**src/rtl/ex_mem_pipe.sv**
```systemverilog
// EX/MEM pipeline register with valid/ready handshake, flush,
// optional two-entry skid and a saturating stall counter.
module ex_mem_pipe #(
  parameter int DATA_W = 32,
  parameter int ADDR_W = 5,
  parameter int OP_W   = 8,
  parameter int SKID   = 0,
  parameter int CNT_W  = 16
) (
  input  logic              clk,
  input  logic              rst,
  input  logic              flush,
  input  logic              ex_valid,
  output logic              ex_ready,
  input  logic [ADDR_W-1:0] ex_wd,
  input  logic              ex_wreg,
  input  logic [DATA_W-1:0] ex_wdata,
  input  logic              ex_whilo,
  input  logic [DATA_W-1:0] ex_hi,
  input  logic [DATA_W-1:0] ex_lo,
  input  logic [OP_W-1:0]   ex_aluop,
  output logic              mem_valid,
  input  logic              mem_ready,
  output logic [ADDR_W-1:0] mem_wd,
  output logic              mem_wreg,
  output logic [DATA_W-1:0] mem_wdata,
  output logic              mem_whilo,
  output logic [DATA_W-1:0] mem_hi,
  output logic [DATA_W-1:0] mem_lo,
  output logic [OP_W-1:0]   mem_aluop,
  output logic [CNT_W-1:0]  stall_cnt
);

  typedef struct packed {
    logic [ADDR_W-1:0] wd;
    logic              wreg;
    logic [DATA_W-1:0] wdata;
    logic              whilo;
    logic [DATA_W-1:0] hi;
    logic [DATA_W-1:0] lo;
    logic [OP_W-1:0]   aluop;
  } ent_t;

  ent_t in_e;
  ent_t main_q;
  ent_t skid_q;
  logic skid_valid;
  logic accept;
  logic drain;

  assign in_e = '{
    wd:    ex_wd,
    wreg:  ex_wreg,
    wdata: ex_wdata,
    whilo: ex_whilo,
    hi:    ex_hi,
    lo:    ex_lo,
    aluop: ex_aluop
  };

  // Skid mode only looks at held state, so mem_ready never reaches ex_ready.
  always_comb begin
    if (SKID != 0) ex_ready = rst && !skid_valid;
    else           ex_ready = rst && (!mem_valid || mem_ready);
  end

  assign accept = ex_valid && ex_ready;
  assign drain  = mem_valid && mem_ready;

  always_ff @(posedge clk) begin
    if (!rst || flush) begin
      mem_valid  <= 1'b0;
      main_q     <= '0;
      skid_valid <= 1'b0;
      skid_q     <= '0;
    end else if (SKID == 0) begin
      if (accept) begin
        main_q    <= in_e;
        mem_valid <= 1'b1;
      end else if (drain) begin
        main_q    <= '0;
        mem_valid <= 1'b0;
      end
    end else begin
      if (drain) begin
        if (skid_valid) begin
          main_q     <= skid_q;
          skid_valid <= 1'b0;
          skid_q     <= '0;
        end else if (accept) begin
          main_q <= in_e;
        end else begin
          main_q    <= '0;
          mem_valid <= 1'b0;
        end
      end else if (accept) begin
        if (mem_valid) begin
          skid_q     <= in_e;
          skid_valid <= 1'b1;
        end else begin
          main_q    <= in_e;
          mem_valid <= 1'b1;
        end
      end
    end
  end

  always_ff @(posedge clk) begin
    if (!rst) begin
      stall_cnt <= '0;
    end else if (mem_valid && !mem_ready && stall_cnt != '1) begin
      stall_cnt <= stall_cnt + 1'b1;
    end
  end

  assign mem_wd    = main_q.wd;
  assign mem_wreg  = main_q.wreg;
  assign mem_wdata = main_q.wdata;
  assign mem_whilo = main_q.whilo;
  assign mem_hi    = main_q.hi;
  assign mem_lo    = main_q.lo;
  assign mem_aluop = main_q.aluop;

endmodule

```
**config.mk**
```make
export PLATFORM = sky130hd
export DESIGN_NAME = ex_mem_pipe
export DESIGN_NICKNAME = d
export VERILOG_FILES = /design/src/rtl/ex_mem_pipe.sv
export SDC_FILE = /design/constraint.sdc
export NUM_CORES = 1
export LEC_CHECK = 0
export ABC_AREA = 0
export BUFFER_PORTS_ARGS = -buffer_cell sky130_fd_sc_hd__buf_2
export CORE_MARGIN = 2
export CORE_UTILIZATION = 40
export CTS_CLUSTER_SIZE = 10
export DETAILED_ROUTE_END_ITERATION = 6
export PLACE_DENSITY = 0.75
export SLEW_MARGIN = 30
export SYNTH_ARGS = -nofsm -noshare
export SYNTH_HDL_FRONTEND = slang
export SYNTH_SLANG_ARGS = --single-unit
```
**constraint.sdc**
```tcl
create_clock -name clk -period 1.55 [get_ports clk]
set_input_delay 0.0775 -clock clk [delete_from_list [all_inputs] [get_ports clk]]
set_output_delay 0.0775 -clock clk [all_outputs]
set_load 0.1 [all_outputs]
```
### Yosys cells after proc, flatten, opt, wreduce, memory -nomap -nowiden

Index checks and enable logic that the tools add are counted.

* register bits after elaboration: 128
* input bits: 116
* output and inout bits: 129

* muxes and demuxes: 4
* equality and inequality tests: 1
* $add $sub $neg: 1
* reduce and logical (&&, ||, !) cells: 11

Operators with widths (count)
* 111-bit two-way mux: 2
* 16-bit by 1-bit adder with 16-bit output (second input constant): 1
* 16-bit != test (second input constant): 1
* 1-bit logical AND: 5
* 1-bit zero test: 3
* 1-bit logical OR: 2
* 1-bit two-way mux: 2
* 2-bit nonzero test: 1

### Logic depth before layout (Yosys ltp)

Gate-level depths: netlist (run 1).

* word-level depth: 5
* gate-level depth with buffers: 6
* depth with buffers taken out: 5

### Least setup slack after synthesis (run 1)

OpenSTA, ideal clock, no wires.

* path type: reg2out
* from: register mem_valid
* to: output port ex_ready
* required time: 1472 ps
* path slack: -857 ps
* data arrival time: 2329 ps
* stages on the path, launching flop included: 3
* cell sequence: dfxtp_1 -> and2b_2 -> nor2_1

* longest elaborated chain between the ends: 3

RTL lines
* start, declared: line 22 `output logic mem_valid,`
* start signal, assigned: line 72 `mem_valid <= 1'b0;`
* start signal, assigned: line 79 `mem_valid <= 1'b1;`
* start signal, assigned: line 82 `mem_valid <= 1'b0;`
* 1-bit zero test: line 64 `else ex_ready = rst && (!mem_valid || mem_ready);`
* 1-bit logical OR: line 64
* 1-bit logical AND: line 64
* end, declared: line 14 `output logic ex_ready,`

No other way between the ends.

### Final worst setup path (run 1)

* from: register stall_cnt[0]
* to: register stall_cnt[8]

* longest elaborated chain between the ends: 2
* elaborated cells between the ends (all ways): 3
* those cells by class: add/sub: 1; eq/ne: 1; reduce/logical: 1

RTL lines
* start, declared: line 31 `output logic [CNT_W-1:0] stall_cnt`
* start signal, assigned: line 112 `stall_cnt <= stall_cnt + 1'b1;`
* branches (longest 2 deep; another with 16-bit by 1-bit adder with 16-bit output)

Parallel ways; which one is timed is not known.
A chain may end at the register's enable or synchronous reset.

==> impl_metrics.env, run 1 <==
export IMPL_status="finished with violations"
export IMPL_violations="DRC"
export IMPL_root_buffer="clkbuf_16"
export IMPL_ys_types=37
export IMPL_avgViaCountPerCell=5.30
export IMPL_cp_max_fo=5
export IMPL_max_cap_violations=0
export IMPL_dr_pass1_iters=7
export IMPL_tns_ps=0
export IMPL_syn_to_final_growth_pct=69.3
export IMPL_io_pins=245
export IMPL_post_drt_wl_per_cell_um=16.3
export IMPL_worst_path_largest_cell_delay_ps=470
export IMPL_dp_hpwl_um=9240
export IMPL_num_rows=39
export IMPL_min_from="rst"
export IMPL_dp_cells=842
export IMPL_min_path_type="in -> reg"
export IMPL_drv_slew=0
export IMPL_cts_max_path_buffers=2
export IMPL_antenna_left=0
export IMPL_multi_input_area_mm2=0.00191
export IMPL_p_leak_uw=0.00350
export IMPL_drive_above_1_share_pct=37.8
export IMPL_cp_slowest_cell="or4_1"
export IMPL_r2r_end="stall_cnt[8]"
export IMPL_io_buffers=244
export IMPL_crit_buf_inv=0
export IMPL_cts_sinks=128
export IMPL_diodes=0
export IMPL_antenna_found_initial=0
export IMPL_grt_pass1_wl_um=25200
export IMPL_hold_end="stall_cnt[15]"
export IMPL_ys_seq_elements=128
export IMPL_grt_ovfl_total=0
export IMPL_ctsResizeCount=0
export IMPL_ys_warn_count=0
export IMPL_rsz0062_at_grt="yes"
export IMPL_clk_insertion_delay_late_ps=410
export IMPL_finalHoldViolCount=0
export IMPL_crit_required_ps=1890
export IMPL_dieHeight_um=111
export IMPL_worstSetupEndpointType="flop"
export IMPL_syn_avg_cell_area_um2=9.52
export IMPL_reg2reg_depth=5
export IMPL_period_minus_slack_ps=1520
export IMPL_grt_max_degree=59
export IMPL_cts_tree="built"
export IMPL_dieArea_mm2=0.0124
export IMPL_track_usage_pct=25.4
export IMPL_ir_worst_vdd_uv=1090
export IMPL_total_power_uw=8290
export IMPL_nets=948
export IMPL_seq_area_mm2=0.00263
export IMPL_worst_path_dominant_cell_family="simple AND/OR/NAND/NOR gates"
export IMPL_synth_seq_area_share_pct=55.7
export IMPL_rr_startpoint="stall_cnt[0]"
export IMPL_maxSlewHeadroom_pct=65.7
export IMPL_setup_viol=0
export IMPL_cp_arrival_ps=1860
export IMPL_die_w_um=111
export IMPL_routed_wl_um=16100
export IMPL_max_clock_freq_mhz=657
export IMPL_cts_buffers_inserted=17
export IMPL_pwr_density_cell_mw_per_mm2=1070
export IMPL_clk_pin_slew_ps=60
export IMPL_drt_iter0_drc=407
export IMPL_tightest_slew_ps=518
export IMPL_syn_nets=600
export IMPL_r2r_slack_ps=30
export IMPL_num_vias=5232
export IMPL_timing_final_crit_share_pct=98.2
export IMPL_core_mm2=0.0113
export IMPL_hold_depth=3
export IMPL_critPathLaunchType="flop"
export IMPL_drc_errors=7
export IMPL_path_class="reg -> reg"
export IMPL_initial_core_util_pct=40.6
export IMPL_instances_no_fill=987
export IMPL_fin_skew_ps=7.04
export IMPL_syn_inst=483
export IMPL_grt_pass1_vias=5221
export IMPL_gp_congestion=0.877
export IMPL_whs_ps=18.8
export IMPL_fill_cells=758
export IMPL_syn_area_mm2=0.00460
export IMPL_path_cells="ha_4, and3_2, nand3_4, or4_1, a21oi_1"
export IMPL_htree_levels=4
[kinds of logic after synthesis]
logic type               count (synthesis)  share of synthesized area (%)
AO/OA/AOI/OAI                          131                           20.9
AND/OR/NAND/NOR                        172                           17.2
buffers and inverters                   42                           3.97
adder cells (fa/ha/maj)                  1                          0.272
flip-flops                             128                           55.7
multiplexers                             9                           1.96
[where the power goes]
| part | switching, uW | total, uW | internal (uW) |
|---|---|---|---|
| clock | 1470 | 3590 | 2120 |
| combinational | 849 | 1340 | 486 |
| sequential | 38.5 | 3370 | 3330 |
[routing by layer]
| layer | global-route usage, % | wire length [um] |
|---|---|---|
| met1 | 26.0 | 5900 |
| met2 | 44.2 | 8320 |
| met3 | 7.76 | 1100 |
| met4 | 17.4 | 737 |
| met5 | 0 | 0 |
[through the flow]
| step | util (%) | area, um2 | worst slack (ps) |
|---|---|---|---|
| detailed placement | 54.0 | 6120 | 32.8 |
| finish | 68.8 | 7790 | 28.5 |
| floorplan | - | 4690 | -133 |
| global placement | 54.0 | 6120 | 76.8 |
| global route | 68.8 | 7790 | -4.05 |
| CTS | 68.7 | 7780 | 14.8 |
[placed cells by master, fill, tap and decap left out, drive strengths merged, types with 4 or more instances in the layout]
cell         count
clkinv           8
inv              8
nor3             6
a21oi            9
dlygate4sd3    112
mux2i            9
nand3            6
buf            255
a22oi          111
clkbuf          19
nand4            4
nor2           116
nand2b           9
nand2           17
dfxtp          128
[cell type report]
class	count	area share (%)
clock inverters	13	1.11
multi-input cells	313	24.6
repair buffers	367	32.3
clock buffers	19	5.82
inverters	4	0.193
flip-flops and latches	128	33.7
well taps	143	2.30
[cell usage after synthesis (all sizes together)]
library cell  instances  area, um2
a211oi                2       15.0
a21oi                 9       45.0
a22oi               111        833
a311oi                1       8.76
a31oi                 2       12.5
and2                  1       6.26
and2b                 1       8.76
and3                  3       25.0
and4                  1       8.76
and4b                 1       10.0
buf                  20        100
clkbuf               18       67.6
dfxtp               128       2560
ha                    1       12.5
inv                   4       15.0
mux2i                 9       90.1
nand2                17       63.8
nand2b                9       56.3
nand3                 6       42.5
nand4                 4       46.3
nor2                116        435
nor2b                 1       6.26
nor3                  6       35.0
nor4                  2       18.8
o21ai                 1       5.00
o311ai                1       8.76
o31ai                 3       22.5
o41ai                 1       8.76
or3                   1       6.26
or4                   3       22.5
[worst register-to-register path: stages, from the launching register on]
cell	delay [ps]
dfxtp_4	370
ha_4	140
and3_2	220
nand3_4	100
or4_1	470
a21oi_1	140
[how the worst max path moves through the flow]
stage,startpoint,to,slack [ps],cells after the start
global route,stall_cnt[0],stall_cnt[8],-4,5
global placement,stall_cnt[0],stall_cnt[9],80,4
detailed placement,stall_cnt[0],stall_cnt[8],30,5
finish,stall_cnt[0],stall_cnt[8],30,5
CTS,stall_cnt[0],stall_cnt[8],10,5
floorplan,stall_cnt[1],stall_cnt[9],-130,4
[flip-flops by register name, summed over array words and instances, names as in the netlist]
name       flops
mem_aluop      8
mem_whilo      1
mem_lo        32
mem_wdata     32
mem_valid      1
stall_cnt     16
mem_wd         5
mem_hi        32
mem_wreg       1
[what timing repair did]
action / CTS / global route
hold buffers: 112 / 0
setup endpoints to repair: 0 / 2
endpoints found under the hold margin: 112 / 0
buffers inserted: 0 / 1
Note: power is estimated with default switching activity, not from simulation.
==> run 2: changes to the inputs <==
ABC_AREA = 1   (was 0)
CORE_UTILIZATION = 42   (was 40)
PLACE_DENSITY = 0.76   (was 0.75)
==> impl_metrics.env, run 2 <==
export IMPL_ys_warn_count=0
export IMPL_routed_wl_um=19500
export IMPL_syn_inst=662
export IMPL_layout_commonest_cell="buf_2"
export IMPL_maxSlewHeadroom_pct=64.9
export IMPL_pwr_density_cell_mw_per_mm2=1010
export IMPL_gp_congestion=0.847
export IMPL_cts_buffers_inserted=17
export IMPL_drv_slew=0
export IMPL_io_buffers=244
export IMPL_grt_max_degree=85
export IMPL_ys_types=21
export IMPL_cts_sinks=128
export IMPL_drc_errors=0
export IMPL_htree_levels=4
export IMPL_syn_to_final_growth_pct=62.3
export IMPL_track_usage_pct=28.3
export IMPL_placed_area_mm2=0.00659
export IMPL_final_cell_mix="buf_2 (242), nand3_1 (229), a21oi_1 (115), dlygate4sd3_1 (112), dfxtp_1 (111)"
export IMPL_rsz0062_at_grt="no"
export IMPL_fill_cells=892
export IMPL_cp_arrival_ps=1840
export IMPL_dieHeight_um=115
export IMPL_synth_area_top_cells="dfxtp_1 (50%), nand3_1 (22%), a21oi_1 (11%), nor2_1 (3.3%), nand2_1 (3.1%)"
export IMPL_syn_nets=779
export IMPL_syn_avg_cell_area_um2=7.78
export IMPL_drt_iter0_drc=635
export IMPL_dp_cells=1007
export IMPL_grt_pass1_vias=6105
export IMPL_crit_required_ps=1880
export IMPL_synth_top_area_share_pct=49.8
export IMPL_cts_max_path_buffers=2
export IMPL_antenna_found_initial=1
export IMPL_die_w_um=115
export IMPL_synth_top_flop_cell="dfxtp_1"
export IMPL_worst_path_largest_cell_delay_ps=360
export IMPL_initial_core_util_pct=42.9
export IMPL_max_cap_violations=0
export IMPL_fin_skew_ps=6.70
export IMPL_nets=1113
export IMPL_path_cells="nand2_2, inv_2, nor2_4, buf_6, nand2_8, buf_12, nand3_1, a21oi_1"
export IMPL_status="complete, no violations"
export IMPL_whs_ps=102
export IMPL_dr_pass1_iters=6
export IMPL_timing_final_crit_share_pct=97.1
export IMPL_syn_area_mm2=0.00515
export IMPL_synth_common_cells="nand3_1 (229), dfxtp_1 (128), a21oi_1 (116)"
export IMPL_worstSetupEndpointType="flop"
export IMPL_synth_enable_flop_cells=0
export IMPL_dieArea_mm2=0.0132
export IMPL_cp_max_fo=25
export IMPL_instances_no_fill=1155
export IMPL_critPathLaunchType="flop"
export IMPL_core_mm2=0.0120
export IMPL_p_leak_uw=0.00366
export IMPL_avgViaCountPerCell=5.48
export IMPL_synth_seq_area_share_pct=49.8
export IMPL_clk_insertion_delay_late_ps=410
export IMPL_root_buffer="clkbuf_16"
export IMPL_final_cell_area_mm2=0.00835
export IMPL_num_vias=6331
export IMPL_path_class="reg -> reg"
export IMPL_max_clock_freq_mhz=664
export IMPL_place_ws_ps=142
export IMPL_clk_pin_slew_ps=50
export IMPL_tightest_slew_ps=530
export IMPL_period_minus_slack_ps=1510
export IMPL_num_rows=40
export IMPL_yosysMostFrequentCell="nand3_1"
export IMPL_grt_ovfl_total=0
export IMPL_setup_viol=0
export IMPL_drive_above_1_share_pct=32.4
export IMPL_ir_worst_vdd_uv=795
export IMPL_ys_seq_elements=128
export IMPL_yosys_area_top_type="dfxtp_1"
export IMPL_io_pins=245
export IMPL_min_path_type="in -> reg"
export IMPL_dp_hpwl_um=10300
export IMPL_post_drt_wl_per_cell_um=16.9
export IMPL_layout_setup_ws_ps=44.7
export IMPL_async_flop_share_pct=0
export IMPL_cp_slowest_cell="dfxtp_4"
export IMPL_grt_pass1_wl_um=29600
export IMPL_antenna_left=0
export IMPL_finalHoldViolCount=0
export IMPL_cts_tree="built"
export IMPL_total_power_uw=8410
run 2: layout make-up:
cell class | count | area (um2) | area share, %
antenna | 2 | 5.00 | 0.0599
sequential | 128 | 2600 | 31.1
tap | 147 | 184 | 2.20
inverter | 18 | 67.6 | 0.809
timing repair buffer | 377 | 2710 | 32.5
multi-input combinational | 454 | 2270 | 27.1
clock inverter | 7 | 62.6 | 0.749
clock buffer | 22 | 454 | 5.44
run 2: path summary, 6_finish.rpt:
| check | to | cells after the start | startpoint | slack (ps) |
|---|---|---|---|---|
| setup reg to reg | mem_lo[14] | 8 | mem_valid | 40 |
| hold reg to reg | mem_hi[18] | 2 | mem_hi[18] | 470 |
| setup / recovery | mem_lo[14] | 8 | mem_valid | 40 |
| hold / removal | mem_wreg | 4 | ex_valid | 100 |
run 2: metrics by stage:
step / util [%] / TNS, ps
floorplan: - / -17.8
global placement: 54.9 / 0
detailed placement: 54.9 / 0
CTS: 68.7 / 0
global route: 69.5 / 0
finish: 69.6 / 0
run 2: cell families after synthesis:
kind of cell    count (synthesis)  synth area share (%)
simple gates                  323                  29.5
fa+ha+maj                       1                 0.243
compound gates                128                  12.4
xor+xnor                        2                 0.340
buf+inv                        80                  7.66
flops                         128                  49.8
run 2: report_power, final:
group	switching, uW	internal (uW)
clock network	1360	2200
logic	950	507
registers	40.9	3350
total	2350	6060
run 2: critical path, delay by kind of cell, from the launching register on:
family                 cells  cell delay [ps]
AND/OR/NAND/NOR            4              410
buffers and inverters      3              440
AO/OA/AOI/OAI              1              210
flip-flops                 1              360
run 2: metal layers:
metal,vias to the layer above,global-route usage (%),wire length [um]
li1,2964,-,-
met1,2905,30.7,7230
met2,385,48.9,9730
met3,77,9.05,1710
met4,0,16.3,852
met5,-,0,0
run 2: repair_timing:
| action | 4_1_cts | 5_1_grt |
|---|---|---|
| hold buffers | 112 | 0 |
| setup buffers | 1 | 2 |
| setup endpoints to repair | 1 | 48 |
| resized for setup | 4 | 6 |
| gates cloned | 0 | 2 |
| pin swaps | 1 | 2 |
| hold endpoints to repair | 112 | 0 |
